**config.mk**
```make
export PLATFORM = sky130hd
export DESIGN_NAME = execute_stage
export DESIGN_NICKNAME = d
export VERILOG_FILES = /design/src/rtl/execute_stage.sv
export SDC_FILE = /design/constraint.sdc
export NUM_CORES = 1
export LEC_CHECK = 0
export ABC_AREA = 0
export CORE_ASPECT_RATIO = 2
export CORE_MARGIN = 4
export CORE_UTILIZATION = 35
export CTS_CLUSTER_SIZE = 8
export DETAILED_ROUTE_END_ITERATION = 12
export RECOVER_POWER = 50
export SETUP_SLACK_MARGIN = 0.15
export SLEW_MARGIN = 20
export SYNTH_ARGS = -nofsm -noshare
export SYNTH_HDL_FRONTEND = slang
export SYNTH_SLANG_ARGS = --single-unit
```
**constraint.sdc**
```tcl
create_clock -name CLK -period 8.06 [get_ports CLK]
set_input_delay 1.612 -clock CLK [delete_from_list [all_inputs] [get_ports CLK]]
set_output_delay 1.612 -clock CLK [all_outputs]
set_load 0.02 [all_outputs]
```
**src/rtl/execute_stage.sv**
```systemverilog
// Execute stage: operand forwarding, ALU with an iterative shift-add multiply,
// branch/jump resolution, and the execute-to-memory pipeline register.
module execute_stage #(
  parameter int INST_MEM_WIDTH = 2
) (
  input  logic                      CLK,
  input  logic                      reset,
  input  logic                      distinct,
  input  logic [31:0]               op1_sub,
  input  logic [31:0]               op2_sub,
  input  logic [4:0]                rs_ex,
  input  logic [4:0]                rt_ex,
  input  logic                      RegWrite,
  input  logic                      MemWrite,
  input  logic                      MemRead,
  input  logic                      UARTtoReg,
  input  logic                      RegtoUART,
  input  logic [1:0]                MemtoReg,
  input  logic [1:0]                RegDist,
  input  logic [1:0]                ALUSrcs,
  input  logic                      ALUSrcs2,
  input  logic [3:0]                ALUOp,
  input  logic [1:0]                Branch,
  input  logic [4:0]                rd,
  input  logic [4:0]                sa,
  input  logic [15:0]               immediate,
  input  logic [25:0]               inst_index,
  input  logic [INST_MEM_WIDTH-1:0] pc,
  input  logic [INST_MEM_WIDTH-1:0] pc1,
  input  logic                      wb_RegWrite,
  input  logic [4:0]                wb_rw,
  input  logic [31:0]               wb_data,
  output logic                      stall,
  output logic                      distinct_next,
  output logic                      RegWrite_next,
  output logic                      MemWrite_next,
  output logic                      MemRead_next,
  output logic                      UARTtoReg_next,
  output logic                      RegtoUART_next,
  output logic [1:0]                MemtoReg_next,
  output logic [1:0]                RegDist_next,
  output logic [4:0]                rd_next,
  output logic [31:0]               alu_result_next,
  output logic [31:0]               store_data_next,
  output logic [INST_MEM_WIDTH-1:0] pc1_next,
  output logic                      branch_taken_next,
  output logic [INST_MEM_WIDTH-1:0] branch_target_next
);

  typedef enum logic {IDLE, BUSY} state_t;

  localparam logic [3:0] OP_MUL = 4'd11;

  state_t      state_q;
  logic [31:0] mcand_q;
  logic [31:0] mplier_q;
  logic [31:0] acc_q;
  logic [4:0]  count_q;
  logic        squash_q;

  logic [31:0] fwdRs;
  logic [31:0] fwdRt;
  logic [31:0] op1;
  logic [31:0] op2;
  logic [31:0] aluResult;
  logic [31:0] accStep;
  logic        valid;
  logic        isMul;
  logic        mulStart;
  logic        mulLast;
  logic        capture;
  logic        branchTaken_d;
  logic [INST_MEM_WIDTH-1:0] branchTarget_d;

  // pc and the upper jump-index bits are not needed to resolve anything here.
  logic unusedBits;
  assign unusedBits = ^{pc, inst_index};

  // Own-output forwarding only applies to ALU results, never to loads (MemtoReg != 00).
  always_comb begin
    fwdRs = op1_sub;
    if (rs_ex != 5'd0 && distinct_next && RegWrite_next && MemtoReg_next == 2'b00 && rd_next == rs_ex)
      fwdRs = alu_result_next;
    else if (rs_ex != 5'd0 && wb_RegWrite && wb_rw == rs_ex)
      fwdRs = wb_data;

    fwdRt = op2_sub;
    if (rt_ex != 5'd0 && distinct_next && RegWrite_next && MemtoReg_next == 2'b00 && rd_next == rt_ex)
      fwdRt = alu_result_next;
    else if (rt_ex != 5'd0 && wb_RegWrite && wb_rw == rt_ex)
      fwdRt = wb_data;
  end

  always_comb begin
    op1 = ALUSrcs2 ? {{(32-INST_MEM_WIDTH){1'b0}}, pc1} : fwdRs;
    case (ALUSrcs)
      2'b00:   op2 = fwdRt;
      2'b01:   op2 = {{16{immediate[15]}}, immediate};
      2'b10:   op2 = {16'h0, immediate};
      default: op2 = {27'h0, sa};
    endcase
  end

  always_comb begin
    aluResult = 32'h0;
    case (ALUOp)
      4'd0:  aluResult = op1 + op2;
      4'd1:  aluResult = op1 - op2;
      4'd2:  aluResult = op1 & op2;
      4'd3:  aluResult = op1 | op2;
      4'd4:  aluResult = op1 ^ op2;
      4'd5:  aluResult = ~(op1 | op2);
      4'd6:  aluResult = {31'h0, $signed(op1) < $signed(op2)};
      4'd7:  aluResult = op1 << op2[4:0];
      4'd8:  aluResult = op1 >> op2[4:0];
      4'd9:  aluResult = $unsigned($signed(op1) >>> op2[4:0]);
      4'd10: aluResult = {op2[15:0], 16'h0};
      default: aluResult = 32'h0;
    endcase
  end

  // Only the low word is kept, so plain unsigned shift-add is correct for signed operands too.
  assign accStep  = acc_q + (mplier_q[0] ? mcand_q : 32'h0);

  assign valid    = distinct & ~squash_q;
  assign isMul    = (ALUOp == OP_MUL);
  assign mulStart = (state_q == IDLE) && valid && isMul;
  assign mulLast  = (state_q == BUSY) && (count_q == 5'd31);
  assign stall    = mulStart || ((state_q == BUSY) && !mulLast);
  assign capture  = ((state_q == IDLE) && valid && !isMul) || mulLast;

  always_comb begin
    branchTaken_d = 1'b0;
    if (capture) begin
      case (Branch)
        2'b01:   branchTaken_d = (fwdRs == fwdRt);
        2'b10:   branchTaken_d = (fwdRs != fwdRt);
        2'b11:   branchTaken_d = 1'b1;
        default: branchTaken_d = 1'b0;
      endcase
    end
    branchTarget_d = (Branch == 2'b11) ? inst_index[INST_MEM_WIDTH-1:0]
                                       : pc1 + immediate[INST_MEM_WIDTH-1:0];
  end

  // Multiply FSM, squash tracking and the output register share one clocked block.
  always_ff @(posedge CLK) begin
    if (reset) begin
      state_q            <= IDLE;
      mcand_q            <= 32'h0;
      mplier_q           <= 32'h0;
      acc_q              <= 32'h0;
      count_q            <= 5'd0;
      squash_q           <= 1'b0;
      distinct_next      <= 1'b0;
      RegWrite_next      <= 1'b0;
      MemWrite_next      <= 1'b0;
      MemRead_next       <= 1'b0;
      UARTtoReg_next     <= 1'b0;
      RegtoUART_next     <= 1'b0;
      MemtoReg_next      <= 2'b00;
      RegDist_next       <= 2'b00;
      rd_next            <= 5'd0;
      alu_result_next    <= 32'h0;
      store_data_next    <= 32'h0;
      pc1_next           <= '0;
      branch_taken_next  <= 1'b0;
      branch_target_next <= '0;
    end else begin
      case (state_q)
        IDLE: begin
          if (mulStart) begin
            mcand_q  <= op1;
            mplier_q <= op2;
            acc_q    <= 32'h0;
            count_q  <= 5'd0;
            state_q  <= BUSY;
          end
        end
        BUSY: begin
          acc_q    <= accStep;
          mcand_q  <= mcand_q << 1;
          mplier_q <= mplier_q >> 1;
          count_q  <= count_q + 5'd1;
          if (mulLast) state_q <= IDLE;
        end
        default: state_q <= IDLE;
      endcase

      // A redirect must survive a stall so the instruction after it is still dropped.
      if (!stall) squash_q <= branchTaken_d;

      if (capture) begin
        distinct_next      <= 1'b1;
        RegWrite_next      <= RegWrite;
        MemWrite_next      <= MemWrite;
        MemRead_next       <= MemRead;
        UARTtoReg_next     <= UARTtoReg;
        RegtoUART_next     <= RegtoUART;
        MemtoReg_next      <= MemtoReg;
        RegDist_next       <= RegDist;
        rd_next            <= rd;
        alu_result_next    <= mulLast ? accStep : aluResult;
        store_data_next    <= fwdRt;
        pc1_next           <= pc1;
        branch_taken_next  <= branchTaken_d;
        branch_target_next <= branchTarget_d;
      end else begin
        distinct_next      <= 1'b0;
        RegWrite_next      <= 1'b0;
        MemWrite_next      <= 1'b0;
        MemRead_next       <= 1'b0;
        UARTtoReg_next     <= 1'b0;
        RegtoUART_next     <= 1'b0;
        MemtoReg_next      <= 2'b00;
        RegDist_next       <= 2'b00;
        rd_next            <= 5'd0;
        alu_result_next    <= 32'h0;
        store_data_next    <= 32'h0;
        pc1_next           <= '0;
        branch_taken_next  <= 1'b0;
        branch_target_next <= '0;
      end
    end
  end

endmodule

```
---- Word level (Yosys, flattened, before mapping) ----
Cells that the tools add are included.
word-level totals
  flip-flop bits (word level) ............. 187
  word-level logic and storage cells ...... 112
cells by class
  add/subtract/negate cells ............... 5
  magnitude comparators ................... 1
  eq/ne operators ......................... 24
  shift-type cells ........................ 3
  mux-type cells .......................... 24
  bitwise gates (word level) .............. 8
  reduce and logical (&&, ||, !) cells .... 27
operator list
  cell                                                 count
  case mux 32 bit (11 select lines)                    1
  2-to-1 mux 32 bit                                    10
  case mux 32 bit (2 select lines)                     3
  case mux 32 bit (3 select lines)                     1
  adder 32 bit                                         2
  bitwise AND 32 bit                                   1
  equality test 32 bit                                 1
  less-than comparator 32 bit                          1
  != test 32 bit                                       1
  inverter 32 bit                                      1
  bitwise OR 32 bit                                    1
  << shifter 32 x 5 -> 32 bit                          1
  >> shifter 32 x 5 -> 32 bit                          1
  >>> shifter 32 x 5 -> 32 bit                         1
  subtractor 32 bit                                    1
  bitwise XOR 32 bit                                   1
  equality test 5 bit                                  4
  logical AND 1 bit                                    17
  equality test 4 x 3 -> 1 bit, second input constant  4
  equality test 4 bit, second input constant           4
  case mux 5 bit (2 select lines)                      1
  nonzero test 5 bit                                   2
  equality test 4 x 2 -> 1 bit, second input constant  2
  equality test 2 bit, second input constant           3
  other kinds (18)                                     27

---- Longest topological paths before layout ----
Gate-level depths: netlist of run 1.
  depth in word-level cells ............... 11
  gate-level depth with buffers ........... 24

---- Worst setup path after synthesis of run 1 ----
No wires, ideal clock.
  path kind ............................... input -> register
  start point ............................. input rt_ex[2]
  end point ............................... register alu_result_next[31]
  setup time .............................. 0.124 ns
  data arrival time ....................... 6.281 ns
  slack ................................... 1.655 ns
  stages .................................. 22
  path through ............................ or2_1 o21ai_0 nand3_1 buf_4 buf_6 mux2i_1 a21oi_1 mux2i_1 o21ai_0 inv_1 ha_1 clkbuf_1 or4_1 or3_1 or3_1 o22ai_1 a31oi_1 o31ai_1 nand2_1 mux2i_1 nor4_1 a21oi_1
between the ends
  cells in the longest elaborated chain, start to end .. 11
RTL lines
  element                                                    RTL line  text
  start: declaration                                         12        input logic [4:0] rt_ex,
  nonzero test 5 bit                                         88, 90
  logical AND 1 bit (4 in series)                            88        if (rt_ex != 5'd0 && distinct_next && RegWrite_next && MemtoReg_next == 2'b00 && rd_next == rt_ex)
  2-to-1 mux 32 bit (*)                                      88
  case mux 32 bit (3 select lines) (*)                       96        case (ALUSrcs)
  branches (longest 2 deep; another with subtractor 32 bit)  --
  case mux 32 bit (11 select lines) (*)                      106       case (ALUOp)
  2-to-1 mux 32 bit (*)                                      203       alu_result_next <= mulLast ? accStep : aluResult;
  end signal: assignment                                     203
  end: declaration                                           43        output logic [31:0] alu_result_next,
Mark *: on every way between the ends.
A chain may end at the register's enable or synchronous reset.

---- Worst setup path after layout of run 1 ----
  start point ............................. input wb_rw[2]
  end point ............................... register alu_result_next[29]
between the ends
  cells in the longest elaborated chain, start to end .. 9
RTL lines
  element                                                    RTL line  text
  start: declaration                                         31        input logic [4:0] wb_rw,
  branches (longest 7 deep; another with subtractor 32 bit)  --
  case mux 32 bit (11 select lines) (*)                      106
  2-to-1 mux 32 bit (*)                                      203
Marked as above.

==> impl_metrics.json, run 1 <==
{
  "vias": 25200,
  "cts-buffers-inserted": 17,
  "ant_nets": 0,
  "die_w_um": 177,
  "p_leak_nw": 10.8,
  "rsz0062_at_grt": "no",
  "coreArea_um2": 57100,
  "tightest_slew_ns": 2.44,
  "slowest_stage": "o21ai_0",
  "max-vdd-ir-drop_mv": 0.201,
  "dp.cells": 3874,
  "grtUsageTotal": 0.422,
  "crit_chain": "clkdlybuf4s50_1 > or2_1 > o21ai_0 > nand3_1 > buf_12 > mux2i_1 > a21oi_1 > mux2i_1 > o21ai_0 > inv_1 > ha_1 > or4_1 > or3_1 > or3_1 > o22ai_1 > buf_4 > a31oi_1 > o2111ai_1 > buf_4 > nor4b_1 > o211ai_1 > nor4bb_1 > o21ai_1",
  "ys_seq_elements": 187,
  "hpwlAfterDp_mm": 105,
  "synth_area_per_cell_um2": 7.22,
  "finalSetupViolCount": 0,
  "wl_per_cell_um": 33.8,
  "cts.sinks": 187,
  "gr-total-overflow": 0,
  "tns_ns": 0,
  "stdcell_count": 3937,
  "crit_required_ns": 8.47,
  "fmax_ghz": 0.131,
  "crit_buf_inv": 5,
  "p_int_mw": 1.93,
  "critPathMaxStageDelay_ns": 0.63,
  "synth_edf_count": 0,
  "crit_path_end_kind": "flop",
  "rr_startpoint": "rd_next[2]",
  "antenna_found_initial": 26,
  "area_growth_pct": 27.3,
  "cp.depth": 23,
  "grt_pass1_vias": 24800,
  "routed_via_density": 6.41,
  "min_path_type": "reg2reg",
  "ys_types": 101,
  "worstSetupPathType": "in2reg",
  "hp-start": "count_q[3]",
  "wirelength_mm": 133,
  "cp_max_fo": 13,
  "crit_start": "wb_rw[2]",
  "insertion_delay_ns": 0.53,
  "switching_share": 0.439,
  "violations": "capacitance limit, slew limit",
  "final_layout_size_suffix_gt1_frac": 0.132,
  "ctsRootBufferMaster": "clkbuf_16",
  "synthArstFlopShare": 0,
  "fin_skew_ns": 0.0204,
  "initial_core_util": 0.352,
  "hold_viol_final": 0,
  "holdWs_ns": 0.491,
  "combPwrFrac": 0.450,
  "num_rows": 124,
  "grt_max_degree": 65,
  "io_buffers": 247,
  "powerDensity_nw_per_um2": 134,
  "r2r_cells": 21,
  "p_switching_mw": 1.51,
  "startpoint_type": "input pin",
  "finalNetCount": 3464,
  "fp.dieH_um": 347,
  "status": "complete, but fails checks",
  "cts_buffer_depth": 2,
  "synth_flop_cell": "dfxtp_1",
  "syn_area_um2": 20100,
  "crit_family": "simple AND/OR/NAND/NOR gates",
  "yosysSeqAreaShare": 0.186,
  "grt_pass1_wl_mm": 185,
  "ys_warn_count": 0,
  "drtIter0Drc": 2632,
  "clk_pin_slew_worst_paths_ns": 0.09,
  "place.gp.congestion": 1.05,
  "layout_min_cycle_time_ns": 7.66,
  "die_area_um2": 61600,
  "drc_errors": 0,
  "drv_slew": 167,
  "hold_depth": 2,
  "cts_max_level": 4,
  "pwr-share-seq": 0.282,
  "clock_power_share": 0.268,
  "maxSlewHeadroom": -0.626,
  "syn_nets": 3114,
  "dr.pass1.iters": 5,
  "cp_data_arrival_time_ns": 8.07,
  "ios": 274,
  "synth_cells": 2787,
  "cap_viol_max_count": 4,
  "cts_tree": "done",
  "fin_crit_sh": 0.950
}
==> synth_stat cells, types with 15 or more instances <==
library cell	count	area, um^2
o211ai_1	34	255
and2_1	85	532
o21ai_0	186	931
and3_1	37	231
o21bai_1	15	113
a21o_1	49	368
buf_2	27	135
a31oi_1	49	307
mux2_2	29	327
nand2_1	208	781
xor2_1	27	236
nand4_1	20	125
buf_1	17	63.8
xnor2_1	64	561
ha_1	135	1690
a21oi_1	265	1330
a22oi_1	69	518
o22ai_1	23	144
dfxtp_1	187	3740
nand3_1	104	521
o31ai_1	34	255
a211oi_1	28	210
mux2i_1	103	1030
o221ai_1	17	149
or3_1	19	119
nor3_1	45	225
o21ai_1	37	185
inv_1	111	417
nor2_1	283	1060
o21a_1	19	143
a221oi_1	59	517
clkbuf_1	139	522
==> flip-flops by register name (all words and copies together) (netlist names), 2 cells and up <==
| register | flops |
|---|---|
| RegDist_next | 2 |
| alu_result_next | 32 |
| branch_target_next | 2 |
| MemtoReg_next | 2 |
| count_q | 5 |
| store_data_next | 32 |
| rd_next | 5 |
| mcand_q | 32 |
| mplier_q | 32 |
| pc1_next | 2 |
| acc_q | 32 |
==> cell type report <==
| cell class | instances | area [um^2] |
|---|---|---|
| Clock inverter | 12 | 121 |
| Sequential cell | 187 | 3750 |
| Clock buffer | 20 | 467 |
| Timing Repair Buffer | 534 | 4700 |
| Multi-Input combinational cell | 2282 | 15100 |
| Antenna cell | 31 | 77.6 |
| Fill cell | 6005 | 31500 |
| Tap cell | 756 | 946 |
| Inverter | 115 | 432 |
==> cells by family after synthesis <==
kind of cell	count (synthesis)	share of synthesized area
xor+xnor	91	0.0396
compound gates	1028	0.338
flops	187	0.186
fa+ha+maj	138	0.0870
buf+inv	318	0.0663
simple gates	890	0.213
mux	135	0.0699
==> power groups by stage <==
stage,clock network [mW],registers [mW],logic [mW]
final,0.919,0.967,1.55
after global routing,0.955,0.969,1.60
after CTS,0.927,0.967,1.48
after detailed placement,0,0.989,1.48
after global placement,0,0.988,1.48
after floorplan,0,1.00,0.730
==> repair_timing <==
action                                 CTS  global route
setup endpoints to repair                0             1
hold buffers                             0             0
buffers inserted                         0             0
resized for setup                        0             1
endpoints found under the hold margin    0             0
==> worst paths after layout <==
kind / endpoint / slack, ns
worst min register to register: count_q[3] / 0.49
worst max-delay path: alu_result_next[29] / 0.40
worst max register to register: alu_result_next[29] / 1.83
worst min-delay path: count_q[3] / 0.49
==> cell usage in the layout, fill, tap and decap left out, types with 14 or more instances in the layout <==
cell,synthesis,layout
nor2_1,283,280
buf_4,12,277
a21oi_1,265,265
nand2_1,208,208
dfxtp_1,187,186
o21ai_0,186,185
clkdlybuf4s50_1,0,160
ha_1,135,135
inv_1,111,111
nand3_1,104,104
mux2i_1,103,103
dlygate4sd3_1,0,86
and2_1,85,78
a22oi_1,69,69
xnor2_1,64,63
a221oi_1,59,59
a31oi_1,49,48
a21o_1,49,48
nor3_1,45,41
o21ai_1,37,38
and3_1,37,37
o31ai_1,34,34
o211ai_1,34,34
diode_2,0,31
mux2_2,29,29
a211oi_1,28,28
xor2_1,27,27
o22ai_1,23,23
nand4_1,20,20
o21a_1,19,19
or3_1,19,19
o221ai_1,17,17
clkbuf_16,0,17
nand2b_1,14,14
o21bai_1,15,14
==> worst reg2reg max path, cell delays in order (launching register included) <==
cell and delay, ns:
dfxtp_1 0.37, or2_0 0.23, o21a_1 0.22, or3_1 0.46, buf_12 0.19, a21oi_1 0.20, mux2i_1 0.10, o21ai_0 0.63
inv_1 0.16, ha_1 0.35, or4_1 0.47, or3_1 0.38, or3_1 0.36, o22ai_1 0.12, buf_4 0.16, a31oi_1 0.16
o2111ai_1 0.35, buf_4 0.18, nor4b_1 0.28, o211ai_1 0.15, nor4bb_1 0.46, o21ai_1 0.12
==> per-layer routing <==
layer  share of wire  routed length, um  GRT usage
met3           0.077              10200      0.124
met2            0.48              64400      0.693
met4            0.11              15100      0.423
met1            0.32              43200      0.409
met5               0                  0          0
==> through the flow <==
stage                      util  cell area (um^2)  power (mW)  setup WS [ns]
after global placement    0.437             24900        2.47          0.185
after global routing      0.448             25600        3.53          0.121
after floorplan               -             20100        1.73           1.66
final                     0.448             25600        3.43          0.400
after CTS                 0.447             25500        3.38          0.646
after detailed placement  0.437             24900        2.46          0.101
(Power assumes the default switching activity.)
==> inputs of run 2 (changes only) <==
--- a/config.mk
+++ b/config.mk
@@ -13,7 +13,7 @@
 export DETAILED_ROUTE_END_ITERATION = 12
 export RECOVER_POWER = 50
 export SETUP_SLACK_MARGIN = 0.15
-export SLEW_MARGIN = 20
+export SLEW_MARGIN = 15
 export SYNTH_ARGS = -nofsm -noshare
 export SYNTH_HDL_FRONTEND = slang
 export SYNTH_SLANG_ARGS = --single-unit
==> run 2 against run 1 <==
The run still ends with capacitance limit, slew limit left; critical path type unchanged; non-clock buffer count increased by 1; register-to-register slack better by 0.04 ns; worst setup slack better by 0.0054 ns; worst hold slack hardly changed; global-route usage did not move; power barely moved.
==> impl_metrics.json, run 2 (synthesized netlist as in run 1, its figures left out) <==
{
  "fp.dieH_um": 347,
  "die_area_um2": 61600,
  "die_w_um": 177,
  "insertion_delay_ns": 0.53,
  "dp_slack_ns": 0.101,
  "wl_per_cell_um": 33.8,
  "ant_nets": 0,
  "violations": "capacitance limit, slew limit",
  "wirelength_mm": 133,
  "finalNetCount": 3465,
  "fin_crit_sh": 0.950,
  "ios": 274,
  "max-vdd-ir-drop_mv": 0.200,
  "layout_min_cycle_time_ns": 7.65,
  "grt_pass1_vias": 24800,
  "routed_via_density": 6.41,
  "tns_ns": 0,
  "antenna_found_initial": 25,
  "fin_skew_ns": 0.0214,
  "final_layout_size_suffix_gt1_frac": 0.132,
  "maxSlewHeadroom": -0.686,
  "fmax_ghz": 0.131,
  "cts_buffer_depth": 2,
  "cts_tree": "done",
  "gr-total-overflow": 0,
  "r2r_slack_ns": 1.87,
  "crit_path_end_kind": "flop",
  "status": "complete, but fails checks",
  "min_path_type": "reg2reg",
  "area_growth_pct": 27.2,
  "layout_common_cells": "280 x nor2_1, 278 x buf_4, 265 x a21oi_1",
  "cp_max_fo": 18,
  "ctsRootBufferMaster": "clkbuf_16",
  "powerDensity_nw_per_um2": 134,
  "io_buffers": 247,
  "grtUsageTotal": 0.422,
  "postLayoutSetupSlackWorst_ns": 0.405,
  "num_rows": 124,
  "cts.sinks": 187,
  "worstSetupPathType": "in2reg",
  "drv_slew": 167,
  "grt_pass1_wl_mm": 185,
  "p_leak_nw": 10.8,
  "hold_viol_final": 0,
  "r2r_cells": 21,
  "grt_max_degree": 65,
  "place.gp.congestion": 1.05,
  "startpoint_type": "input pin",
  "cts_max_level": 4,
  "coreArea_um2": 57100,
  "holdWs_ns": 0.491,
  "clk_pin_slew_worst_paths_ns": 0.09,
  "initial_core_util": 0.352,
  "rsz0062_at_grt": "no",
  "vias": 25200,
  "cts-buffers-inserted": 17,
  "final_common_cell": "nor2_1",
  "finalSetupViolCount": 0,
  "hpwlAfterDp_mm": 105,
  "crit_required_ns": 8.43,
  "hold_depth": 2,
  "drtIter0Drc": 2568,
  "cap_viol_max_count": 4,
  "dr.pass1.iters": 6,
  "tightest_slew_ns": 2.53,
  "drc_errors": 0,
  "holdBufCountCts": 0,
  "cp_data_arrival_time_ns": 8.02
}
[run 2: worst max-delay path, stage by stage]
cell and delay [ns]:
clkdlybuf4s50_1 0.47, or4_4 0.58, o211ai_4 0.31, buf_4 0.35, o31ai_1 0.13, a31oi_2 0.75, buf_4 0.35, ha_1 0.30
nor2b_1 0.18, o21ai_0 0.25, a21boi_0 0.17, buf_4 0.17, o211ai_1 0.29, a21oi_1 0.12, buf_4 0.18, o21ai_0 0.24
a31oi_1 0.19, nand2_1 0.11, a221oi_1 0.07, buf_4 0.20, or3_1 0.41, a311oi_1 0.54
[run 2: worst paths after layout]
| check | start | endpoint |
|---|---|---|
| setup / recovery | rs_ex[2] | alu_result_next[0] |
| hold / removal | count_q[3] | count_q[3] |
| setup reg to reg | rd_next[3] | alu_result_next[0] |
| hold reg to reg | count_q[3] | count_q[3] |
[run 2: power breakdown]
part | total (mW) | leakage (nW) | switching [mW] | internal, mW
registers | 0.968 | 1.52 | 0.0231 | 0.944
clock network | 0.916 | 0.288 | 0.481 | 0.434
logic | 1.55 | 9.03 | 1.00 | 0.546
total | 3.43 | 10.8 | 1.50 | 1.93
[run 2: timing repair]
| item | CTS | global route |
|---|---|---|
| buffers inserted | 0 | 0 |
| endpoints found under the setup margin | 0 | 1 |
| endpoints found under the hold margin | 0 | 0 |
| resized for setup | 0 | 1 |
[run 2: per-layer routing]
layer | vias to the layer above | global-route usage | share of wire
met5 | - | 0 | 0
met4 | 0 | 0.423 | 0.12
met3 | 524 | 0.124 | 0.076
met2 | 1502 | 0.693 | 0.48
met1 | 12200 | 0.409 | 0.33
li1 | 11000 | - | -
[run 2: through the flow]
stage | instances | area, um^2 | power (mW) | util
5_1_grt | 3919 | 25500 | 3.53 | 0.447
4_1_cts | 3906 | 25500 | 3.38 | 0.447
2_1_floorplan | 2787 | 20100 | 1.73 | -
3_3_place_gp | 3874 | 24900 | 2.47 | 0.437
6_report | 3934 | 25600 | 3.43 | 0.448
3_5_place_dp | 3874 | 24900 | 2.46 | 0.437
[run 2: area by class of cell]
cell class              count  area [um^2]
repair buffers            535         4700
clock inverters            12          121
well taps                 756          946
inverters                 115          432
diodes                     27         67.6
clock buffers              20          467
flip-flops and latches    187         3750
multi-input cells        2282        15100
fillers                  6010        31500
